File: src/rtl/edid_hpd_ctrl_if.sv
// Signal bundle between edid_hpd_ctrl and its surroundings: host update stream,
// I2C slave byte reads, the single-port EDID RAM and the HPD/status outputs.
interface edid_hpd_ctrl_if;
  // Host update stream
  logic       upd_start;
  logic       upd_valid;
  logic [7:0] upd_data;
  logic       upd_ready;
  // I2C slave byte reads
  logic       i2c_rd_req;
  logic [7:0] i2c_rd_addr;
  logic [7:0] i2c_rd_data;
  logic       i2c_rd_ack;
  // EDID RAM port
  logic [7:0] ram_addr;
  logic       ram_we;
  logic [7:0] ram_wdata;
  logic [7:0] ram_rdata;
  // Connector and status
  logic       hpd;
  logic       busy;
  logic       csum_err;

  // Controller side
  modport slave (
    input  upd_start, upd_valid, upd_data, i2c_rd_req, i2c_rd_addr, ram_rdata,
    output upd_ready, i2c_rd_data, i2c_rd_ack, ram_addr, ram_we, ram_wdata, hpd, busy,
           csum_err
  );

  // Environment side: host, I2C slave and RAM
  modport master (
    output upd_start, upd_valid, upd_data, i2c_rd_req, i2c_rd_addr, ram_rdata,
    input  upd_ready, i2c_rd_data, i2c_rd_ack, ram_addr, ram_we, ram_wdata, hpd, busy,
           csum_err
  );
endinterface

File: src/rtl/edid_hpd_ctrl.sv
// EDID storage sequencer and hot-plug-detect owner. Shares one 256x8 synchronous RAM
// between host image reloads and I2C byte reads, and holds HPD low for a minimum time
// around every reload, raising it again only when the image checksum is zero.
module edid_hpd_ctrl #(
  parameter int unsigned EDID_BYTES     = 128,
  parameter int unsigned HPD_LOW_CYCLES = 5000000
) (
  input  logic           clk,
  input  logic           rst,
  edid_hpd_ctrl_if.slave bus
);

  localparam int unsigned CntW = $clog2(HPD_LOW_CYCLES);
  localparam logic [CntW-1:0] LowMax   = CntW'(HPD_LOW_CYCLES - 1);
  localparam logic [7:0]      LastAddr = 8'(EDID_BYTES - 1);

  localparam logic [2:0] StHpdLow  = 3'd0;
  localparam logic [2:0] StLoad    = 3'd1;
  localparam logic [2:0] StCheck   = 3'd2;
  localparam logic [2:0] StOnline  = 3'd3;
  localparam logic [2:0] StOffline = 3'd4;

  logic [2:0]      state_q, state_d;
  logic [CntW-1:0] low_cnt_q, low_cnt_d;
  logic            hpd_q, hpd_d;
  logic            csum_err_q, csum_err_d;
  logic [7:0]      wr_addr_q, wr_addr_d;
  logic [7:0]      sum_q, sum_d;

  // Read pipeline: request issued -> RAM data valid -> ack
  logic            rd_pend_q;
  logic            rd_real_q;
  logic            ack_q;
  logic [7:0]      rd_data_q;

  logic            xfer;
  logic            rd_issue;
  logic            rd_real;
  logic            csum_bad;
  logic            low_done;
  logic [7:0]      ram_addr;
  logic            ram_we;
  logic [7:0]      ram_wdata;

  // upd_start wins over a byte offered in the same cycle; that byte is dropped.
  assign xfer     = (state_q == StLoad) && bus.upd_valid && !bus.upd_start;
  // Only one read in flight: a new request is taken once the previous ack has gone.
  assign rd_issue = !rst && bus.i2c_rd_req && !rd_pend_q && !ack_q;
  // While loading, the RAM belongs to the host and reads are answered with 8'hFF.
  assign rd_real  = rd_issue && !xfer &&
                    ((state_q == StHpdLow) || (state_q == StOnline) || (state_q == StOffline));
  assign csum_bad = (sum_q != 8'h00);
  assign low_done = (low_cnt_q == LowMax);

  // Next-state logic for the load/HPD sequencer.
  always_comb begin
    state_d    = state_q;
    // Saturating counter; once the minimum low time has elapsed it stays there.
    low_cnt_d  = low_done ? low_cnt_q : low_cnt_q + CntW'(1);
    hpd_d      = hpd_q;
    csum_err_d = csum_err_q;
    wr_addr_d  = wr_addr_q;
    sum_d      = sum_q;

    case (state_q)
      StHpdLow: begin
        if (low_done) begin
          state_d = csum_err_q ? StOffline : StOnline;
          hpd_d   = !csum_err_q;
        end
      end
      StLoad: begin
        if (xfer) begin
          wr_addr_d = wr_addr_q + 8'd1;
          sum_d     = sum_q + bus.upd_data;
          if (wr_addr_q == LastAddr) begin
            state_d = StCheck;
          end
        end
      end
      StCheck: begin
        csum_err_d = csum_bad;
        if (low_done) begin
          state_d = csum_bad ? StOffline : StOnline;
          hpd_d   = !csum_bad;
        end else begin
          state_d = StHpdLow;
        end
      end
      StOnline, StOffline: begin
      end
      default: begin
        state_d = StHpdLow;
        hpd_d   = 1'b0;
      end
    endcase

    // A reload restarts the low period only if HPD was up, so it never shortens one.
    if (bus.upd_start) begin
      state_d    = StLoad;
      hpd_d      = 1'b0;
      csum_err_d = 1'b0;
      wr_addr_d  = 8'h00;
      sum_d      = 8'h00;
      if (hpd_q) begin
        low_cnt_d = '0;
      end
    end
  end

  // Sequencer state registers.
  always_ff @(posedge clk or posedge rst) begin
    if (rst) begin
      state_q    <= StHpdLow;
      low_cnt_q  <= '0;
      hpd_q      <= 1'b0;
      csum_err_q <= 1'b0;
      wr_addr_q  <= 8'h00;
      sum_q      <= 8'h00;
    end else begin
      state_q    <= state_d;
      low_cnt_q  <= low_cnt_d;
      hpd_q      <= hpd_d;
      csum_err_q <= csum_err_d;
      wr_addr_q  <= wr_addr_d;
      sum_q      <= sum_d;
    end
  end

  // Read pipeline: capture RAM data (or the 8'hFF filler) one cycle after issue.
  always_ff @(posedge clk or posedge rst) begin
    if (rst) begin
      rd_pend_q <= 1'b0;
      rd_real_q <= 1'b0;
      ack_q     <= 1'b0;
      rd_data_q <= 8'hFF;
    end else begin
      rd_pend_q <= rd_issue;
      rd_real_q <= rd_real;
      ack_q     <= rd_pend_q;
      if (rd_pend_q) begin
        rd_data_q <= rd_real_q ? bus.ram_rdata : 8'hFF;
      end
    end
  end

  // RAM port mux: host writes first, then real I2C reads, otherwise parked at 0.
  always_comb begin
    ram_addr  = 8'h00;
    ram_we    = 1'b0;
    ram_wdata = 8'h00;
    if (xfer) begin
      ram_we    = 1'b1;
      ram_addr  = wr_addr_q;
      ram_wdata = bus.upd_data;
    end else if (rd_real) begin
      ram_addr  = bus.i2c_rd_addr;
    end
  end

  assign bus.ram_addr    = ram_addr;
  assign bus.ram_we      = ram_we;
  assign bus.ram_wdata   = ram_wdata;
  assign bus.upd_ready   = (state_q == StLoad);
  assign bus.i2c_rd_data = rd_data_q;
  assign bus.i2c_rd_ack  = ack_q;
  assign bus.hpd         = hpd_q;
  assign bus.busy        = (state_q != StOnline) && (state_q != StOffline);
  assign bus.csum_err    = csum_err_q;

endmodule

File: src/flat_wrapper.sv
// flat-port wrapper written by rule: the top's interface ports become plain ports
module edid_hpd_ctrl_flat 
#(
  parameter int unsigned EDID_BYTES     = 128,
  parameter int unsigned HPD_LOW_CYCLES = 5000000
)
  (clk, rst, bus_upd_start, bus_upd_valid, bus_upd_data, bus_i2c_rd_req, bus_i2c_rd_addr, bus_ram_rdata, bus_upd_ready, bus_i2c_rd_data, bus_i2c_rd_ack, bus_ram_addr, bus_ram_we, bus_ram_wdata, bus_hpd, bus_busy, bus_csum_err);
  edid_hpd_ctrl_if bus_i ();
  input  logic clk;
  input  logic rst;
  input wire logic [$bits(bus_i.upd_start)-1:0] bus_upd_start;
  input wire logic [$bits(bus_i.upd_valid)-1:0] bus_upd_valid;
  input wire logic [$bits(bus_i.upd_data)-1:0] bus_upd_data;
  input wire logic [$bits(bus_i.i2c_rd_req)-1:0] bus_i2c_rd_req;
  input wire logic [$bits(bus_i.i2c_rd_addr)-1:0] bus_i2c_rd_addr;
  input wire logic [$bits(bus_i.ram_rdata)-1:0] bus_ram_rdata;
  output wire logic [$bits(bus_i.upd_ready)-1:0] bus_upd_ready;
  output wire logic [$bits(bus_i.i2c_rd_data)-1:0] bus_i2c_rd_data;
  output wire logic [$bits(bus_i.i2c_rd_ack)-1:0] bus_i2c_rd_ack;
  output wire logic [$bits(bus_i.ram_addr)-1:0] bus_ram_addr;
  output wire logic [$bits(bus_i.ram_we)-1:0] bus_ram_we;
  output wire logic [$bits(bus_i.ram_wdata)-1:0] bus_ram_wdata;
  output wire logic [$bits(bus_i.hpd)-1:0] bus_hpd;
  output wire logic [$bits(bus_i.busy)-1:0] bus_busy;
  output wire logic [$bits(bus_i.csum_err)-1:0] bus_csum_err;
  assign bus_i.upd_start = bus_upd_start;
  assign bus_i.upd_valid = bus_upd_valid;
  assign bus_i.upd_data = bus_upd_data;
  assign bus_i.i2c_rd_req = bus_i2c_rd_req;
  assign bus_i.i2c_rd_addr = bus_i2c_rd_addr;
  assign bus_i.ram_rdata = bus_ram_rdata;
  assign bus_upd_ready = bus_i.upd_ready;
  assign bus_i2c_rd_data = bus_i.i2c_rd_data;
  assign bus_i2c_rd_ack = bus_i.i2c_rd_ack;
  assign bus_ram_addr = bus_i.ram_addr;
  assign bus_ram_we = bus_i.ram_we;
  assign bus_ram_wdata = bus_i.ram_wdata;
  assign bus_hpd = bus_i.hpd;
  assign bus_busy = bus_i.busy;
  assign bus_csum_err = bus_i.csum_err;
  edid_hpd_ctrl #(.EDID_BYTES(EDID_BYTES), .HPD_LOW_CYCLES(HPD_LOW_CYCLES)) u_core (.clk(clk), .rst(rst), .bus(bus_i));
endmodule
File: config.mk
export PLATFORM = sky130hd
export DESIGN_NAME = edid_hpd_ctrl_flat
export DESIGN_NICKNAME = d
export VERILOG_FILES = /design/src/rtl/edid_hpd_ctrl_if.sv /design/src/rtl/edid_hpd_ctrl.sv /design/src/flat_wrapper.sv
export SDC_FILE = /design/constraint.sdc
export NUM_CORES = 1
export LEC_CHECK = 0
export ABC_AREA = 1
export CELL_PAD_IN_SITES_DETAIL_PLACEMENT = 1
export CELL_PAD_IN_SITES_GLOBAL_PLACEMENT = 2
export CORE_MARGIN = 4
export CORE_UTILIZATION = 28
export CTS_BUF_LIST = sky130_fd_sc_hd__clkbuf_8
export DETAILED_ROUTE_END_ITERATION = 12
export MAX_ROUTING_LAYER = met4
export PLACE_DENSITY_LB_ADDON = 0.08
export SYNTH_ARGS = -nofsm -noshare
export SYNTH_HDL_FRONTEND = slang
export SYNTH_SLANG_ARGS = --single-unit
File: constraint.sdc
create_clock -name clk -period 2.4 [get_ports clk]
set_input_delay 0.24 -clock clk [delete_from_list [all_inputs] [get_ports clk]]
set_output_delay 0.24 -clock clk [all_outputs]
set_load 0.01 [all_outputs]
==> metrics.md <==
| Metric | Value |
|---|---|
| Asr flop ratio synth | 1.00 |
| Setup repair after global routing missed its margin | no |
| Cell chain of the critical path | inv_1 > nand3_2 > inv_2 > nand2_2 > nor2_4 > inv_6 > nor2_1 > clkdlybuf4s50_1 |
| Routed wirelength normalized by instance count | 14.8 µm |
| Type of the worst min-delay path | in2async |
| Total of hold buffers inserted after clock tree synthesis | 0 |
| Type of the worst setup path | reg2out |
| Number of antenna violations at the first check in global routing | 0 |
| Die Footprint | 13600 µm² |
| Minimum clock period | 2.23 ns |
| Final std cells w/o fill | 648 |
| Count of max-cap constraint violations | 0 |
| Static leakage power | 2.13 nW |
| Largest cells by area after synthesis | dfrtp_1, nand2_1, nor2_1, inv_1, dfstp_2 |
| Post-synthesis sequential element count | 55 |
| Yosys top cell by area | dfrtp_1 |
| Clock insertion delay at the later pin of the skew report | 0.34 ns |
| Clock H-tree levels | 2 |
| Number of pins exceeding their max-slew limit in the final report | 0 |
| Launching element type of the critical path | flip-flop |
| Netlist area before placement | 3310 µm² |
| TritonCTS clock tree | done |
| TritonCTS buffer count | 5 |
| Worst-path fanout max | 18 |
| Result of the run | complete, no violations |
| ANT nets after route | 0 |
| Pwr dens | 704 nW/µm² |
| Drt drc | 0 |
| Crit path buffers/inverters | 4 |
| Number of global-route vias before repair | 3196 |
| Maximum clock skew at final layout | 0.00623 ns |
| Master cell of the clock root buffer | clkbuf_8 |
| I/O pin total | 59 |
| Fraction of the cycle the final worst path needs | 0.930 |
| Placed standard-cell area | 4090 µm² |
| HPWL after detailed placement | 7.31 mm |
| PortBufs | 58 |
| Net count reported at finish | 543 |
| Number of cells in the design after placement | 636 |
| Dominant cell by count in the synthesized netlist | nand2_1 |
| Achievable Freq | 448 MHz |
| Number of enable-type register cells in the synthesized netlist | 0 |
| Worst Path Required | 2.16 ns |
| Highest-delay cell along the critical path | clkdlybuf4s50_1 |
| Most used DFF post-synth | dfrtp_1 |
| Worst hold margin | 0.475 ns |
| Gate count after technology mapping | 433 |
| Share of layout cells above drive strength 1 | 0.127 |
| DRC marker count from the first detailed-route iteration | 94 |
| Via-per-instance ratio | 4.75 |
| Commonest cells post-synth | nand2_1, nor2_1, inv_1 |
| Overflow after GRT | 0 |
| Fill cell instance count of the final layout | 1407 |
| Slowest cell delay on critical path | 0.54 ns |
| Total negative slack for setup checks | 0 ns |
| Router iterations before antenna repair | 4 |
| Final weighted congestion in routability-driven placement | 0.757 |
| Height of the die | 117 µm |
| Worst-case clock buffer depth | 2 |
| Transition time at the pin with the least slew margin | 0.715 ns |
| # diodes | 0 |
| Critical path arrival | 1.99 ns |
| Setup Viol. Count Final | 0 |
| Top cell type's share of synthesized area | 0.355 |
| Clock transition time at the flip-flop clock pins of the worst setup and hold paths | 0.11 ns |
| Syn Nets | 472 |
| Unique cell type count in the Yosys netlist | 39 |
| Synth warn | 0 |
| Placeable core region | 11500 µm² |
| Endpoint type of the worst setup path | output pin |
| Aggregate global-route resource usage | 0.158 |
| IR drop worst, VDD | 262 µV |
| Clock Sink Count | 55 |
| Largest net degree at the start of global routing | 56 |
| Number of rows in the core area | 39 |
| Initial core utilization | 0.288 |
| Post-route total power | 3.01 mW |
| Non-Filler Cell Area, Final | 4270 µm² |
| Area Growth Syn to Fin | 29.0% |
| Worst slew margin | 0.523 |
| Kind of cell with the highest combined delay on the critical path | buffers and inverters |
| Total routed wirelength | 9.60 mm |
| Sequential cell area fraction in the yosys report | 0.419 |
| Hold violation count in the final report | 0 |
| Global-route wire length before repair | 16.2 mm |
| Routed via count | 3079 |
| Die Span X | 117 µm |
| Syn Area/Cell | 7.65 µm² |
[metrics by stage]
step	setup WS, ns	util
2_1_floorplan	0.554	-
3_3_place_gp	0.0467	0.355
3_5_place_dp	0.0372	0.355
4_1_cts	0.0237	0.366
5_1_grt	0.0194	0.371
6_report	0.167	0.371
[layout by cell type, fill, tap and decap left out, drive strengths merged, types with 5 or more instances in the layout]
cell type      netlist  routed
dfrtp               47      47
clkbuf               2       5
dfstp                8       8
inv                 63      62
dlygate4sd2          0       6
nor3                13      13
ha                   9       9
buf                  4      12
a21oi               25      25
nand2               98      98
nor2                71      71
nand3               24      24
clkdlybuf4s50        0      43
o22a                 8       8
o21ai               32      32
xor2                 5       5
dlymetal6s2s         0       9
[where the power goes]
| part | total (mW) | switching, mW | internal, mW |
|---|---|---|---|
| Clock | 0.656 | 0.345 | 0.312 |
| Sequential | 1.21 | 0.130 | 1.08 |
| Combinational | 1.14 | 0.663 | 0.481 |
| Total | 3.01 | 1.14 | 1.87 |
[worst reg2reg max path, delay by kind of cell, from the launching register on]
family | cells | cell delay, ns
fa+ha+maj | 2 | 0.64
compound gates | 4 | 0.53
flops | 1 | 0.41
[final cells by class]
cell class | instances | area, µm² | share of cell area
clock buffers | 5 | 68.8 | 0.0161
clock inverters | 3 | 43.8 | 0.0102
inverters | 63 | 248 | 0.0580
multi-input cells | 309 | 1650 | 0.387
flip-flops and latches | 55 | 1390 | 0.325
well taps | 143 | 179 | 0.0419
repair buffers | 70 | 693 | 0.162
[final timing paths]
check / from / end / slack, ns / depth (start not counted)
max reg2reg: u_core.sum_q[0] / u_core.sum_q[4] / 0.71 / 6
min: rst / u_core.low_cnt_q[20] / 0.48 / 3
min reg2reg: u_core.bus.hpd / u_core.bus.hpd / 0.52 / 2
max in group asynchronous: rst / u_core.state_q[0] / 1.40 / 3
min in group clk: bus_ram_rdata[7] / u_core.bus.i2c_rd_data[7] / 0.48 / 2
max: u_core.state_q[2] / bus_ram_wdata[6] / 0.17 / 8
[state kept, by name (all words and copies together), names as in the netlist]
name	count
u_core.bus.csum_err	1
u_core.bus.hpd	1
u_core.bus.i2c_rd_ack	1
u_core.bus.i2c_rd_data	8
u_core.low_cnt_q	23
u_core.rd_pend_q	1
u_core.rd_real_q	1
u_core.state_q	3
u_core.sum_q	8
u_core.wr_addr_q	8
[layer usage]
| layer | wire length (µm) | global-route usage |
|---|---|---|
| met1 | 4720 | 0.206 |
| met2 | 4400 | 0.247 |
| met3 | 374 | 0.0383 |
| met4 | 100 | 0.0367 |
| met5 | 0 | - |
[repair_timing]
item / 4_1_cts / 5_1_grt
resized for setup: 10 / 14
buffers inserted: 1 / 3
setup endpoints to repair: 16 / 9
[kinds of logic (layout without fill, tap and decap cells)]
logic type / after synthesis / in the layout / synth area share
AND/OR/NAND/NOR: 214 / 214 / 0.300
AO/OA/AOI/OAI: 79 / 79 / 0.142
buffers and inverters: 69 / 141 / 0.0842
flip-flops: 55 / 55 / 0.419
adder cells (fa/ha/maj): 10 / 10 / 0.0400
XOR/XNOR: 6 / 6 / 0.0159
No activity file was read; power rests on OpenSTA's default activity.
